<file path="src/rtl/ask_symbol_sequencer.sv">
`default_nettype none
// +----------------------------------------------------------------------------+
// | Module   : ask_symbol_sequencer                                            |
// | Purpose  : Symbol-rate controller: DDS gating, FSK phase-increment select, |
// |            LFSR bit source, config applied only on symbol boundaries.      |
// | Revision : 1.0                                                             |
// +----------------------------------------------------------------------------+
module ask_symbol_sequencer #(
  parameter int unsigned           DIV_WIDTH         = 32,
  parameter logic [DIV_WIDTH-1:0]  DEFAULT_DIV       = 50_000_000,
  parameter logic [31:0]           DEFAULT_PHASE_INC = 258,
  parameter int unsigned           WARMUP_CYCLES     = 4,
  parameter logic [4:0]            LFSR_SEED         = 5'b00001
) (
  input  logic                 clk,
  input  logic                 reset,
  input  logic                 start,
  input  logic                 stop,
  input  logic                 cfg_valid,
  output logic                 cfg_ready,
  input  logic [1:0]           cfg_mode,
  input  logic [31:0]          cfg_phase_inc0,
  input  logic [31:0]          cfg_phase_inc1,
  input  logic [DIV_WIDTH-1:0] cfg_divisor,
  output logic                 dds_en,
  output logic [31:0]          phase_inc,
  output logic                 modulator,
  output logic [1:0]           mode,
  output logic                 symbol_strobe,
  output logic [4:0]           lfsr_state,
  output logic                 busy
);

  localparam logic [1:0] c_IDLE     = 2'd0;
  localparam logic [1:0] c_WARMUP   = 2'd1;
  localparam logic [1:0] c_RUN      = 2'd2;
  localparam logic [1:0] c_MODE_FSK = 2'b10;

  localparam int unsigned           c_WARM_W    = (WARMUP_CYCLES > 1) ? $clog2(WARMUP_CYCLES) : 1;
  localparam logic [c_WARM_W-1:0]   c_WARM_LAST = c_WARM_W'(WARMUP_CYCLES - 1);

  logic [1:0]           r_state, w_state;
  logic [c_WARM_W-1:0]  r_warm_cnt, w_warm_cnt;
  logic [DIV_WIDTH-1:0] r_sym_cnt, w_sym_cnt;
  logic [4:0]           r_lfsr, w_lfsr;
  logic [1:0]           r_mode, w_mode, r_sh_mode, w_sh_mode;
  logic [31:0]          r_inc0, w_inc0, r_sh_inc0, w_sh_inc0;
  logic [31:0]          r_inc1, w_inc1, r_sh_inc1, w_sh_inc1;
  logic [DIV_WIDTH-1:0] r_div, w_div, r_sh_div, w_sh_div;
  logic                 r_pending, w_pending;
  logic                 r_stop_pending, w_stop_pending;

  logic                 r_dds_en, r_modulator, r_symbol_strobe, r_busy, r_cfg_ready;
  logic [31:0]          r_phase_inc;

  logic                 w_accept, w_term, w_run_next, w_mod_next;

  // A divisor of 0 behaves as 1: the terminal count is 0 either way.
  function automatic logic [DIV_WIDTH-1:0] f_last(input logic [DIV_WIDTH-1:0] d);
    return (d == '0) ? '0 : d - DIV_WIDTH'(1);
  endfunction

  assign w_accept = cfg_valid & r_cfg_ready;
  assign w_term   = (r_sym_cnt == f_last(r_div));

  always_comb begin
    w_state        = r_state;
    w_warm_cnt     = r_warm_cnt;
    w_sym_cnt      = r_sym_cnt;
    w_lfsr         = r_lfsr;
    w_mode         = r_mode;
    w_inc0         = r_inc0;
    w_inc1         = r_inc1;
    w_div          = r_div;
    w_sh_mode      = r_sh_mode;
    w_sh_inc0      = r_sh_inc0;
    w_sh_inc1      = r_sh_inc1;
    w_sh_div       = r_sh_div;
    w_pending      = r_pending;
    w_stop_pending = r_stop_pending;
    case (r_state)
      c_IDLE: begin
        if (w_accept) begin
          w_mode = cfg_mode;
          w_inc0 = cfg_phase_inc0;
          w_inc1 = cfg_phase_inc1;
          w_div  = cfg_divisor;
        end
        if (start && !stop) begin
          w_state    = c_WARMUP;
          w_lfsr     = LFSR_SEED;
          w_warm_cnt = '0;
          w_sym_cnt  = '0;
        end
      end
      c_WARMUP: begin
        // No symbol is in flight yet, so config may land directly.
        if (w_accept) begin
          w_mode = cfg_mode;
          w_inc0 = cfg_phase_inc0;
          w_inc1 = cfg_phase_inc1;
          w_div  = cfg_divisor;
        end
        if (stop) begin
          w_state = c_IDLE;
        end else if (r_warm_cnt == c_WARM_LAST) begin
          w_state   = c_RUN;
          w_sym_cnt = '0;
        end else begin
          w_warm_cnt = r_warm_cnt + c_WARM_W'(1);
        end
      end
      c_RUN: begin
        if (w_accept) begin
          w_sh_mode = cfg_mode;
          w_sh_inc0 = cfg_phase_inc0;
          w_sh_inc1 = cfg_phase_inc1;
          w_sh_div  = cfg_divisor;
          w_pending = 1'b1;
        end
        if (stop) w_stop_pending = 1'b1;
        if (w_term) begin
          w_sym_cnt = '0;
          if (r_pending) begin
            w_mode    = r_sh_mode;
            w_inc0    = r_sh_inc0;
            w_inc1    = r_sh_inc1;
            w_div     = r_sh_div;
            w_pending = 1'b0;
          end
          if (r_stop_pending || stop) begin
            w_state        = c_IDLE;
            w_stop_pending = 1'b0;
          end else begin
            w_lfsr = {r_lfsr[3:0], r_lfsr[4] ^ r_lfsr[2]};
          end
        end else begin
          w_sym_cnt = r_sym_cnt + DIV_WIDTH'(1);
        end
      end
      default: w_state = c_IDLE;
    endcase
  end

  // Outputs are registered from next-state values so they align with the state.
  assign w_run_next = (w_state == c_RUN);
  assign w_mod_next = w_run_next & w_lfsr[0];

  always_ff @(posedge clk or negedge reset) begin
    if (!reset) begin
      r_state         <= c_IDLE;
      r_warm_cnt      <= '0;
      r_sym_cnt       <= '0;
      r_lfsr          <= LFSR_SEED;
      r_mode          <= 2'b00;
      r_inc0          <= DEFAULT_PHASE_INC;
      r_inc1          <= DEFAULT_PHASE_INC;
      r_div           <= DEFAULT_DIV;
      r_sh_mode       <= 2'b00;
      r_sh_inc0       <= DEFAULT_PHASE_INC;
      r_sh_inc1       <= DEFAULT_PHASE_INC;
      r_sh_div        <= DEFAULT_DIV;
      r_pending       <= 1'b0;
      r_stop_pending  <= 1'b0;
      r_dds_en        <= 1'b0;
      r_modulator     <= 1'b0;
      r_phase_inc     <= DEFAULT_PHASE_INC;
      r_symbol_strobe <= 1'b0;
      r_busy          <= 1'b0;
      r_cfg_ready     <= 1'b1;
    end else begin
      r_state         <= w_state;
      r_warm_cnt      <= w_warm_cnt;
      r_sym_cnt       <= w_sym_cnt;
      r_lfsr          <= w_lfsr;
      r_mode          <= w_mode;
      r_inc0          <= w_inc0;
      r_inc1          <= w_inc1;
      r_div           <= w_div;
      r_sh_mode       <= w_sh_mode;
      r_sh_inc0       <= w_sh_inc0;
      r_sh_inc1       <= w_sh_inc1;
      r_sh_div        <= w_sh_div;
      r_pending       <= w_pending;
      r_stop_pending  <= w_stop_pending;
      r_dds_en        <= (w_state != c_IDLE);
      r_busy          <= (w_state != c_IDLE);
      r_modulator     <= w_mod_next;
      r_phase_inc     <= ((w_mode == c_MODE_FSK) && w_mod_next) ? w_inc1 : w_inc0;
      r_symbol_strobe <= w_run_next && (w_sym_cnt == f_last(w_div));
      r_cfg_ready     <= ~w_pending;
    end
  end

  assign cfg_ready     = r_cfg_ready;
  assign dds_en        = r_dds_en;
  assign phase_inc     = r_phase_inc;
  assign modulator     = r_modulator;
  assign mode          = r_mode;
  assign symbol_strobe = r_symbol_strobe;
  assign lfsr_state    = r_lfsr;
  assign busy          = r_busy;

endmodule
`default_nettype wire

</file>
<file path="config.mk">
export PLATFORM = sky130hd
export DESIGN_NAME = ask_symbol_sequencer
export DESIGN_NICKNAME = d
export VERILOG_FILES = /design/src/rtl/ask_symbol_sequencer.sv
export SDC_FILE = /design/constraint.sdc
export NUM_CORES = 1
export LEC_CHECK = 0
export BUFFER_PORTS_ARGS = -buffer_cell sky130_fd_sc_hd__buf_2
export CAP_MARGIN = 20
export CELL_PAD_IN_SITES_DETAIL_PLACEMENT = 0
export CELL_PAD_IN_SITES_GLOBAL_PLACEMENT = 1
export CORE_ASPECT_RATIO = 1.1
export CORE_MARGIN = 2
export CORE_UTILIZATION = 47
export DETAILED_ROUTE_END_ITERATION = 10
export GPL_ROUTABILITY_DRIVEN = 0
export MAX_ROUTING_LAYER = met4
export PLACE_DENSITY_LB_ADDON = 0.05
export SETUP_SLACK_MARGIN = 0.5
export SLEW_MARGIN = 25
export SYNTH_ARGS = -nofsm -noshare
export SYNTH_HDL_FRONTEND = slang
export SYNTH_SLANG_ARGS = --single-unit
</file>
<file path="constraint.sdc">
create_clock -name clk -period 6.89 [get_ports clk]
set_clock_uncertainty 0.1 [all_clocks]
set_input_delay 0.3445 -clock clk [delete_from_list [all_inputs] [get_ports clk]]
set_output_delay 0.3445 -clock clk [all_outputs]
set_load 0.005 [all_outputs]
</file>
# After elaboration in Yosys (flattened, before gate mapping)
# Index checks and enable logic that the tools add are counted.
[totals] ff_bits=275 output_inout_bits=44
[op_classes] n_addsub=4 n_eq_ne=12 mux=45 bitwise_logic=4 reduce_logical=15
[ops] operator="2-to-1 mux 32 bit" count=16
[ops] operator="case mux 32 bit (2 select lines)" count=3
[ops] operator="case mux 32 bit (3 select lines)" count=1
[ops] operator="equality test 32 bit" count=2
[ops] operator="zero test 32 bit" count=2
[ops] operator="subtractor 32 x 1 -> 32 bit, second input constant" count=2
[ops] operator="adder 32 x 1 -> 32 bit, second input constant" count=1
[ops] operator="2-to-1 mux 2 bit" count=11
[ops] operator="2-to-1 mux 5 bit" count=3
[ops] operator="!= test 2 bit, second input constant" count=5
[ops] operator="case mux 5 bit (2 select lines)" count=1
[ops] operator="equality test 2 bit, second input constant" count=4
[ops] operator="case mux 2 bit (2 select lines)" count=2
[ops] operator="AND reduction 4 bit" count=2
[ops] operator="2-to-1 mux 1 bit" count=7
[ops] operator="case mux 2 bit (3 select lines)" count=1
[ops] operator="nonzero test 2 bit" count=3
[ops] operator="logical AND 1 bit" count=3
[ops] operator="adder 2 x 1 -> 2 bit, second input constant" count=1
[ops] operator="AND 1 bit" count=2
[ops] operator="equality test 2 x 1 -> 1 bit, second input constant" count=1
[ops] operator="zero test 2 bit" count=1
[ops] operator="AND reduction 2 bit" count=1
[ops] operator="OR reduction 2 bit" count=1
[ops] operator="other kinds (4)" count=4

# Logic depth before layout (Yosys ltp)
# Gate-level depths: netlist of run 1.
[logic_depth] ltp_word=9 mapped_depth=27 depth_no_buf=21

# Worst setup path before layout of run 1
# OpenSTA, ideal clock, no wires.
[synth_path] path_type="reg2reg" startpoint="register r_div[2]" endpoint="register r_symbol_strobe, in the netlist symbol_strobe" arrival_ns=5.816 required_ns=6.723 path_slack_ns=0.907 stages_incl_launch_ff=23 n_path_buf=3 cell_sequence="dfrtp_1 -> buf_2 -> or4_1 -> nor4_1 -> mux2_2 -> nor4_1 -> a21oi_1 -> nand4b_1 -> nor4b_4 -> a21oi_2 -> buf_6 -> buf_6 -> a221oi_4 -> ha_1 -> inv_1 -> nor4_4 -> nand4_1 -> or3_1 -> xor2_1 -> a2111oi_0 -> nand4_1 -> nor4_1 -> o2111a_1"
[synth_via] elab_chain_len=9
[synth_lines] item="start, declared" line_no="49" rtl="logic [DIV_WIDTH-1:0] r_div, w_div, r_sh_div, w_sh_div;"
[synth_lines] item="start signal, assigned" line_no="179" rtl="r_div <= w_div;"
[synth_lines] item="subtractor 32 x 1 -> 32 bit or zero test 32 bit (tied branches)" line_no="60" rtl="return (d == '0) ? '0 : d - DIV_WIDTH'(1);"
[synth_lines] item="2-to-1 mux 32 bit" line_no="60"
[synth_lines] item="equality test 32 bit" line_no="64" rtl="assign w_term = (r_sym_cnt == f_last(r_div));"
[synth_lines] item="2-to-1 mux 32 bit" line_no="122" rtl="if (w_term) begin"
[synth_lines] item="case mux 32 bit (2 select lines)" line_no="81" rtl="case (r_state)"
[synth_lines] item="subtractor 32 x 1 -> 32 bit or zero test 32 bit (tied branches)" line_no="60"
[synth_lines] item="2-to-1 mux 32 bit" line_no="60"
[synth_lines] item="equality test 32 bit" line_no="190" rtl="r_symbol_strobe <= w_run_next && (w_sym_cnt == f_last(w_div));"
[synth_lines] item="logical AND 1 bit *" line_no="190"
[synth_lines] item="end signal, assigned" line_no="190"
[synth_lines] item="end, declared" line_no="53" rtl="logic r_dds_en, r_modulator, r_symbol_strobe, r_busy, r_cfg_ready;"
# Every way passes the cells marked *; elsewhere a longest branch is shown, timed or not.
# A chain may end at the register's enable or synchronous reset.

# Worst setup path after layout of run 1
[layout_path] startpoint="register r_div[0]" endpoint="register r_symbol_strobe, in the netlist symbol_strobe"
[layout_via] elab_chain_len=9
[layout_lines] item="subtractor 32 x 1 -> 32 bit or zero test 32 bit (tied branches)" line_no="60"
[layout_lines] item="2-to-1 mux 32 bit *" line_no="60"
[layout_lines] item="equality test 32 bit *" line_no="64"
[layout_lines] item="2-to-1 mux 32 bit *" line_no="122"
[layout_lines] item="case mux 32 bit (2 select lines) *" line_no="81"
[layout_lines] item="named net w_div[31]" line_no="49"
[layout_lines] item="subtractor 32 x 1 -> 32 bit or zero test 32 bit (tied branches)" line_no="60"
[layout_lines] item="2-to-1 mux 32 bit *" line_no="60"
[layout_lines] item="equality test 32 bit *" line_no="190"
[layout_lines] item="logical AND 1 bit *" line_no="190"
# The timed path passes the listed nets; every way through them passes the cells marked *.

==> impl_metrics.json, run 1 <==
{
  "status": "completed",
  "synth_flop_cell": "dfrtp_1",
  "critPathArrivalTime_ns": 6.58,
  "synth_nets": 1703,
  "cp_slowest_cell": "a221oi_1",
  "synth_most_common_cell": "dfrtp_1",
  "grt_antenna_before_repair": 0,
  "placed_cells": 2112,
  "cts-root-buf": "clkbuf_16",
  "cts_made_buffers": 31,
  "worst_pin_slew_ns": 1.11,
  "core-area_um2": 32400,
  "die_h_um": 194,
  "power.density_nw_per_um2": 326,
  "synth_warnings": 0,
  "setup_viol": 0,
  "fp-row-count": 69,
  "ant_nets": 0,
  "diodes": 0,
  "synth-edff-count": 0,
  "num-fill-cells": 2855,
  "clkTransAtPathRegs_ns": 0.06,
  "synth_cells": 1595,
  "dieArea_um2": 34400,
  "postLayoutCoreUtil_pct": 59.2,
  "ys_top_cells_by_count": "dfrtp_1, nand2_1, mux2_2, clkbuf_1, a22oi_1",
  "dr_total_vias": 13500,
  "ir_drop_mv": 0.241,
  "crit_chain": "inv_1 > ha_1 > nor4b_2 > buf_4 > nand2_1 > or4_1 > a32oi_1 > nand4_1 > nor2_1 > and4_2 > a21oi_4 > buf_12 > a221oi_1 > nor4_2 > nand2_1 > nor2_2 > o32ai_1 > o2111ai_1 > a221o_1 > nor4_2 > o2111a_1",
  "io_buffers": 146,
  "layout-drive-gt1-share_pct": 27.5,
  "grt_pass1_vias": 13500,
  "cts.path.max_buffers": 3,
  "slew_viol_final": 0,
  "syn_area_um2": 15500,
  "drt-wirelength-per-cell_um": 21.8,
  "post-synth-top-area-fraction_pct": 38.6,
  "drv_cap": 0,
  "wl_mm": 49.7,
  "drc_errors": 0,
  "ys_seq_area_share_pct": 44.7,
  "cellLeakagePower_uw": 0.00871,
  "stdcell_count": 2279,
  "ioPinCount": 147,
  "grtUsageTotal_pct": 29.8,
  "grt_pass1_wl_mm": 77.8,
  "postSynthAreaPerCell_um2": 9.72,
  "ys_ff_latch": 275,
  "clk_latency_ns": 0.57,
  "worstSetupStartpointType": "flop",
  "async_reset_ff_share_pct": 100,
  "synth_top_cell_by_area": "dfrtp_1",
  "first_pass_iters": 6,
  "rsz0062_at_grt": "false",
  "die_x_um": 177,
  "clkSinkCount": 275,
  "syn_to_final_growth_pct": 23.6,
  "cp-end-kind": "flop",
  "path_max_fanout": 25,
  "max_slew_margin_pct": 25.2,
  "timing.critical_path.buf_inv": 3,
  "clock.fmax_mhz": 162,
  "hold_path.class": "primary input to flop",
  "multi_input_area_um2": 8120,
  "timing.final.crit_share_pct": 89.6,
  "grt.overflow.total": 0,
  "drtIter0Drc": 1022,
  "ys_types": 87,
  "period_minus_slack_ns": 6.17,
  "hold_viol_final": 0,
  "viasPerCell": 5.95,
  "tns_ns": 0,
  "initial_core_util_pct": 47.9,
  "fin_nets": 1937,
  "max_stage_delay_ns": 0.86,
  "grt_max_degree": 117,
  "h-tree-depth": 1,
  "path_class": "flop to flop",
  "synth.top_cells.by_area": "dfrtp_1, mux2_2, dfstp_2",
  "cp_top_family": "simple AND/OR/NAND/NOR gates",
  "detailed_place_hpwl_mm": 35.9,
  "tritoncts": "done",
  "cp.required_ns": 7.30,
  "regArea_um2": 6930
}
what timing repair did:
item,in CTS,in global routing
buffers inserted,3,9
hold endpoints to repair,261,0
pin swaps,2,8
endpoints found under the setup margin,1,1
gates resized for setup,8,24
hold buffers,98,0
area by class of cell:
cell class | count | area share, %
tap | 426 | 2.78
inverter | 41 | 0.803
clock buffer | 43 | 4.81
clock inverter | 14 | 1.12
multi-input combinational | 1166 | 42.4
sequential | 275 | 36.2
timing repair buffer | 314 | 11.9
where the power goes:
part	leakage [uW]	total [uW]	internal [uW]	switching, uW
Combinational	0.00467	2000	883	1120
Clock	0.000557	1820	1120	698
Sequential	0.00348	2440	2070	368
Total	0.00871	6250	4070	2180
registers in the layout (all words and copies together), names as in the netlist:
signal / flops
r_sh_div: 32
r_pending: 1
r_sh_inc0: 32
modulator: 1
busy: 1
symbol_strobe: 1
r_sh_mode: 2
lfsr_state: 5
r_inc1: 32
r_sh_inc1: 32
r_inc0: 32
r_state: 2
r_stop_pending: 1
r_div: 32
r_warm_cnt: 2
phase_inc: 32
mode: 2
cfg_ready: 1
r_sym_cnt: 32
final timing paths:
path / end / slack (ns) / cells after the start / startpoint
max in group asynchronous: r_sym_cnt[12]$_DFF_PN0_ / 5.20 / 3 / reset
min in group asynchronous: r_warm_cnt[0]$_DFFE_PN0P_ / 0.30 / 2 / reset
min reg2reg: r_inc1[8]$_DFF_PN1_ / 0.37 / 2 / r_inc1[8]$_DFF_PN1_
max: symbol_strobe$_DFF_PN0_ / 0.72 / 21 / r_div[0]$_DFF_PN0_
min: r_sh_div[31]$_DFFE_PN0P_ / 0.03 / 2 / cfg_divisor[31]
max reg2reg: symbol_strobe$_DFF_PN0_ / 0.72 / 21 / r_div[0]$_DFF_PN0_
layout by cell type (no fill, tap or decap), drive strengths merged, types with 7 or more instances in the layout:
master       instances
mux2i               19
a21oi               50
xnor2               43
or3                 25
a31oi               12
o211ai               9
clkbuf              43
o21ai               47
nor3                36
nand4               28
dfstp               36
a211oi              14
dlygate4sd3         98
mux2               134
a21o                14
nor2                75
or2                 15
a221o               11
a22oi               77
nand3               36
a22o                 7
buf                216
or4                 10
and3                27
a221oi              15
and4                12
and2                29
xor2                16
nor2b                7
nand2              238
o21a                 7
dfrtp              239
nand2b               9
o31ai               16
inv                 44
nor4                36
cells by family (layout without fill, tap and decap cells):
kind of cell	after synthesis	after routing	share of synthesized area, %
xor gates and xnor gates	60	60	3.48
AOI/OAI and AO/OA	341	341	16.0
and+or+nand+nor	607	607	20.4
buffers and inverters	154	412	4.00
DFF	275	275	44.7
adders and majority gates	5	5	0.404
muxes	153	153	11.0
layer usage:
layer  global-route usage, %  share of wire (%)
met3                    5.11                5.8
met1                    37.6                 42
met2                    47.9                 48
met4                    11.5                4.3
met5                       -                  0
worst reg2reg max path, stage by stage, from the launching register on:
cell,delay [ns]
dfrtp_2,0.48
inv_1,0.15
ha_1,0.23
nor4b_2,0.27
buf_4,0.21
nand2_1,0.18
or4_1,0.58
a32oi_1,0.21
nand4_1,0.16
nor2_1,0.15
and4_2,0.33
a21oi_4,0.11
buf_12,0.19
a221oi_1,0.87
nor4_2,0.14
nand2_1,0.26
nor2_2,0.13
o32ai_1,0.43
o2111ai_1,0.17
a221o_1,0.29
nor4_2,0.24
o2111a_1,0.22
per-stage QoR:
step                power, uW  area, um^2  worst slack, ns  hold slack (ns)
floorplan                3630       15500            0.907          -0.0511
global placement         4290       16800            0.273            0.350
detailed placement       4320       16800            0.314            0.355
CTS                      6210       19000            0.551         0.000202
global route             6590       19200            0.441           0.0103
finish                   6250       19200            0.719           0.0327
No activity file was read; power rests on OpenSTA's default activity.
==> run 2: changes to the inputs <==
Settings changed: CORE_UTILIZATION 47 to 42.
Clock period 6.89 ns to 5.5 ns, I/O delays scaled along.
==> impl_metrics.json, run 2 (synthesis results as in run 1) <==
{
  "status": "finished, violations left",
  "violations": "negative setup slack",
  "fin_ws_ns": -0.328,
  "cp-end-kind": "flop",
  "power.density_nw_per_um2": 392,
  "drv_cap": 0,
  "layout-drive-gt1-share_pct": 38.8,
  "h-tree-depth": 1,
  "cp.required_ns": 5.90,
  "grt.overflow.total": 0,
  "reg2reg_depth": 21,
  "place_ws_ns": -0.780,
  "num-fill-cells": 3158,
  "period_minus_slack_ns": 5.83,
  "stdcell_count": 2617,
  "detailed_place_hpwl_mm": 41.5,
  "timing.rr.start": "r_div[2]$_DFF_PN0_",
  "ioPinCount": 147,
  "dpl_cell_area_um2": 18800,
  "syn_to_final_growth_pct": 40.7,
  "r2r_setup_slack_ns": -0.33,
  "drtIter0Drc": 1056,
  "clock.fmax_mhz": 172,
  "die_h_um": 205,
  "critPathArrivalTime_ns": 6.22,
  "regArea_um2": 6930,
  "dieArea_um2": 38500,
  "path_max_fanout": 8,
  "grt_max_degree": 142,
  "setup_viol": 1,
  "cts-root-buf": "clkbuf_16",
  "tritoncts": "done",
  "drt-wirelength-per-cell_um": 21.4,
  "slew_viol_final": 0,
  "cellLeakagePower_uw": 0.0103,
  "hold_viol_final": 0,
  "drc_errors": 0,
  "fp-row-count": 73,
  "die_x_um": 187,
  "path_class": "flop to flop",
  "worst_pin_slew_ns": 0.881,
  "clk_latency_ns": 0.57,
  "postLayoutCoreUtil_pct": 60.1,
  "max_slew_margin_pct": 41.3,
  "fin_nets": 2213,
  "clkSinkCount": 275,
  "grt_antenna_before_repair": 2,
  "cts.path.max_buffers": 3,
  "multi_input_area_um2": 8570,
  "grtUsageTotal_pct": 29.4,
  "holdWs_ns": 0.124,
  "ant_nets": 0,
  "worstSetupStartpointType": "flop",
  "core-area_um2": 36300,
  "hold_path.class": "primary input to asynchronous set/reset pin",
  "timing.rr.end": "symbol_strobe$_DFF_PN0_",
  "first_pass_iters": 6,
  "ir_drop_mv": 0.334,
  "cts_made_buffers": 29,
  "layout_commonest_cell": "buf_4",
  "placed_cells": 2421,
  "wl_mm": 56.1,
  "viasPerCell": 5.67,
  "dr_total_vias": 14800,
  "grt_pass1_vias": 14800,
  "io_buffers": 146,
  "post-route-cell-area_um2": 21800,
  "rsz0062_at_grt": "true",
  "clkTransAtPathRegs_ns": 0.07,
  "grt_pass1_wl_mm": 84.9,
  "initial_core_util_pct": 42.7,
  "final_cell_mix": "buf_4, dfrtp_1, nand2_1",
  "timing.final.crit_share_pct": 106
}
## run 2: critical path: stages (launching register included)
cell,delay [ns]
dfrtp_2,0.43
or4_4,0.57
buf_4,0.17
nor2_1,0.28
nand4_1,0.26
mux2i_1,0.17
o211ai_1,0.23
o2111a_1,0.28
and4_4,0.32
a21oi_4,0.16
buf_4,0.21
clkbuf_16,0.16
a221o_1,0.39
nor4_4,0.36
and2_1,0.24
buf_4,0.18
nand3_1,0.15
o32ai_2,0.19
o2111ai_1,0.16
a221o_1,0.29
nor4_2,0.23
o2111a_1,0.22
## run 2: what timing repair did
action,4_1_cts,5_1_grt
setup endpoints to repair,33,33
hold buffers,100,0
pin swaps,31,43
hold endpoints to repair,235,0
buffers inserted,13,23
cloned,2,2
gates resized for setup,52,80
## run 2: final cells by class
class	count	area share (%)
well taps	487	2.79
diodes	3	0.0344
multi-input cells	1166	39.3
repair buffers	592	21.0
inverters	41	0.706
clock inverters	5	0.361
clock buffers	48	4.02
flip-flops and latches	275	31.8
## run 2: routing by layer
layer  GRT usage, %  wire [um]  vias to the layer above
li1               -          -                     6866
met1           36.4      23600                     7322
met2           49.8      27600                      520
met3           3.29       2720                      134
met4           11.2       2190                        0
met5              -          0                        -
## run 2: through the flow
| step | total power (uW) | setup TNS (ns) |
|---|---|---|
| finish | 8540 | -0.328 |
| global route | 8970 | -0.528 |
| CTS | 8300 | -0.228 |
| detailed placement | 6120 | -0.780 |
| global placement | 6080 | -0.614 |
| floorplan | 4560 | -0.199 |
## run 2: worst max-delay path by stage
stage                        from                       to  slack (ns)
3_5_place_dp   r_div[0]$_DFF_PN0_  symbol_strobe$_DFF_PN0_       -0.78
4_1_cts        r_div[0]$_DFF_PN0_  symbol_strobe$_DFF_PN0_       -0.23
3_3_place_gp   r_div[0]$_DFF_PN0_  symbol_strobe$_DFF_PN0_       -0.61
5_1_grt        r_div[1]$_DFF_PN0_  symbol_strobe$_DFF_PN0_       -0.53
6_report       r_div[2]$_DFF_PN0_  symbol_strobe$_DFF_PN0_       -0.33
2_1_floorplan  r_div[0]$_DFF_PN0_  symbol_strobe$_DFF_PN0_       -0.20
## run 2: report_power, final
part	total (uW)	switching (uW)	internal (uW)
Combinational	3650	1910	1740
Sequential	2910	318	2590
Clock	1990	818	1170
==> run 3: changes to the inputs <==
Settings changed: CORE_ASPECT_RATIO 1.1 to 2, GPL_ROUTABILITY_DRIVEN 0 to default, REMOVE_ABC_BUFFERS from default to 1.
==> impl_metrics.json, run 3 (synthesis results as in run 1) <==
{
  "status": "finished, violations left",
  "violations": "negative setup slack",
  "holdWs_ns": 0.0292,
  "grt_max_degree": 110,
  "hold_end": "r_stop_pending$_DFFE_PN0P_",
  "reg2reg_depth": 26,
  "dr_total_vias": 15200,
  "cts-root-buf": "clkbuf_16",
  "critPathArrivalTime_ns": 6.52,
  "io_buffers": 146,
  "grt_pass1_wl_mm": 95.4,
  "worst_pin_slew_ns": 0.971,
  "tritoncts": "done",
  "clk_latency_ns": 0.55,
  "path_max_fanout": 4,
  "timing.final.crit_share_pct": 112,
  "post-route-cell-area_um2": 22200,
  "initial_core_util_pct": 42.6,
  "ir_drop_mv": 0.332,
  "drt-wirelength-per-cell_um": 24.8,
  "die_h_um": 276,
  "die_x_um": 140,
  "cp.required_ns": 5.88,
  "ant_nets": 0,
  "core-area_um2": 36400,
  "clock.fmax_mhz": 163,
  "grt.overflow.total": 0,
  "timing.rr.start": "r_div[11]$_DFF_PN0_",
  "worstSetupStartpointType": "flop",
  "fin_nets": 2259,
  "first_pass_iters": 5,
  "grtUsageTotal_pct": 34.1,
  "dpl_cell_area_um2": 19100,
  "place_congestion": 1.08,
  "clkTransAtPathRegs_ns": 0.07,
  "ioPinCount": 147,
  "layout-drive-gt1-share_pct": 40.9,
  "cts.path.max_buffers": 3,
  "syn_to_final_growth_pct": 43.4,
  "max_slew_margin_pct": 34.7,
  "wl_mm": 65.0,
  "grt_antenna_before_repair": 3,
  "drc_errors": 0,
  "cts_made_buffers": 25,
  "r2r_setup_slack_ns": -0.64,
  "path_class": "flop to flop",
  "setup_viol": 1,
  "grt_pass1_vias": 16000,
  "drv_cap": 0,
  "slew_viol_final": 0,
  "detailed_place_hpwl_mm": 49.5,
  "clkSinkCount": 275,
  "rsz0062_at_grt": "true",
  "fp-row-count": 99,
  "min_path_cells": 3,
  "timing.rr.end": "symbol_strobe$_DFF_PN0_",
  "fin_ws_ns": -0.639,
  "min_from": "stop",
  "power.density_nw_per_um2": 384,
  "layout_commonest_cell": "buf_4",
  "final_cell_mix": "buf_4, dfrtp_1, nand2_1",
  "cellLeakagePower_uw": 0.0105,
  "period_minus_slack_ns": 6.14,
  "hold_path.class": "primary input to flop",
  "h-tree-depth": 1,
  "viasPerCell": 5.79,
  "cp-end-kind": "flop",
  "hold_viol_final": 0,
  "dieArea_um2": 38500,
  "drtIter0Drc": 688
}
run 3: cell count changes in the layout (fill, tap and decap cells not counted), moves of 4 or more:
cell | previous run | this run
buf_12 | 10 | 16
nor4_2 | 5 | 10
mux2_4 | 18 | 14
buf_6 | 10 | 19
o21ai_1 | 10 | 6
mux2_2 | 116 | 120
buf_4 | 322 | 355
clkbuf_1 | 11 | 5
run 3: how the worst max path moves through the flow:
stage | start | to | slack, ns | cells after the start
4_1_cts | r_div[1]$_DFF_PN0_ | symbol_strobe$_DFF_PN0_ | -0.49 | 24
3_5_place_dp | r_div[14]$_DFF_PN1_ | symbol_strobe$_DFF_PN0_ | -1.57 | 24
6_report | r_div[11]$_DFF_PN0_ | symbol_strobe$_DFF_PN0_ | -0.64 | 26
3_3_place_gp | r_div[14]$_DFF_PN1_ | symbol_strobe$_DFF_PN0_ | -1.56 | 24
5_1_grt | r_div[1]$_DFF_PN0_ | symbol_strobe$_DFF_PN0_ | -0.76 | 24
2_1_floorplan | r_div[5]$_DFF_PN0_ | symbol_strobe$_DFF_PN0_ | -4.82 | 16
run 3: per-layer routing:
| metal | vias to the layer above | track usage (%) | wire length (um) |
|---|---|---|---|
| met4 | 0 | 26.8 | 6150 |
| met1 | 7479 | 31.0 | 20900 |
| met5 | - | - | 0 |
| li1 | 6956 | - | - |
| met3 | 269 | 5.05 | 2510 |
| met2 | 490 | 62.7 | 35500 |
run 3: report_power, final:
part	internal [uW]	total [uW]	switching [uW]
Sequential	2590	2890	302
Clock	954	1740	790
Combinational	1810	3890	2080
run 3: area by class of cell:
type	count	area [um^2]
Inverter	41	154
Antenna cell	3	7.51
Timing Repair Buffer	642	5090
Tap cell	454	568
Multi-Input combinational cell	1166	8680
Clock buffer	35	713
Fill cell	3221	14200
Clock inverter	10	83.8
Sequential cell	275	6930
run 3: what timing repair did:
action	CTS	global route
endpoints found under the setup margin	33	33
hold buffers	99	0
gates cloned	0	5
gates resized for setup	95	67
buffers inserted	23	25
hold endpoints to repair	258	0
pin swaps	44	34
run 3: metrics by stage:
step / utilization [%] / worst slack [ns] / total power, uW / instances / TNS [ns]
after floorplan: - / -4.82 / 4480 / 1482 / -328.46
after global placement: 52.5 / -1.56 / 6240 / 2426 / -1.56
after detailed placement: 52.5 / -1.57 / 6290 / 2426 / -1.57
after CTS: 59.2 / -0.493 / 8360 / 2593 / -0.493
after global routing: 61.0 / -0.758 / 8940 / 2626 / -0.758
final: 61.0 / -0.639 / 8520 / 2626 / -0.639
run 3: worst max-delay path, cell delays in order (launching register included):
cell       delay (ns)
dfrtp_1          0.40
nor4_4           0.29
buf_4            0.18
nand4_1          0.23
buf_4            0.24
or4_4            0.41
a211o_1          0.34
buf_4            0.14
buf_4            0.12
nand4_1          0.12
buf_4            0.15
a2111oi_4        0.03
nand3_1          0.12
buf_6            0.14
nor3_4           0.07
buf_12           0.16
buf_4            0.16
a221oi_4         0.41
buf_6            0.17
nand3_4          0.07
or3_4            0.35
or4_4            0.50
a22oi_2          0.20
o21ai_1          0.07
a221o_1          0.36
nor4_4           0.32
o2111a_1         0.22
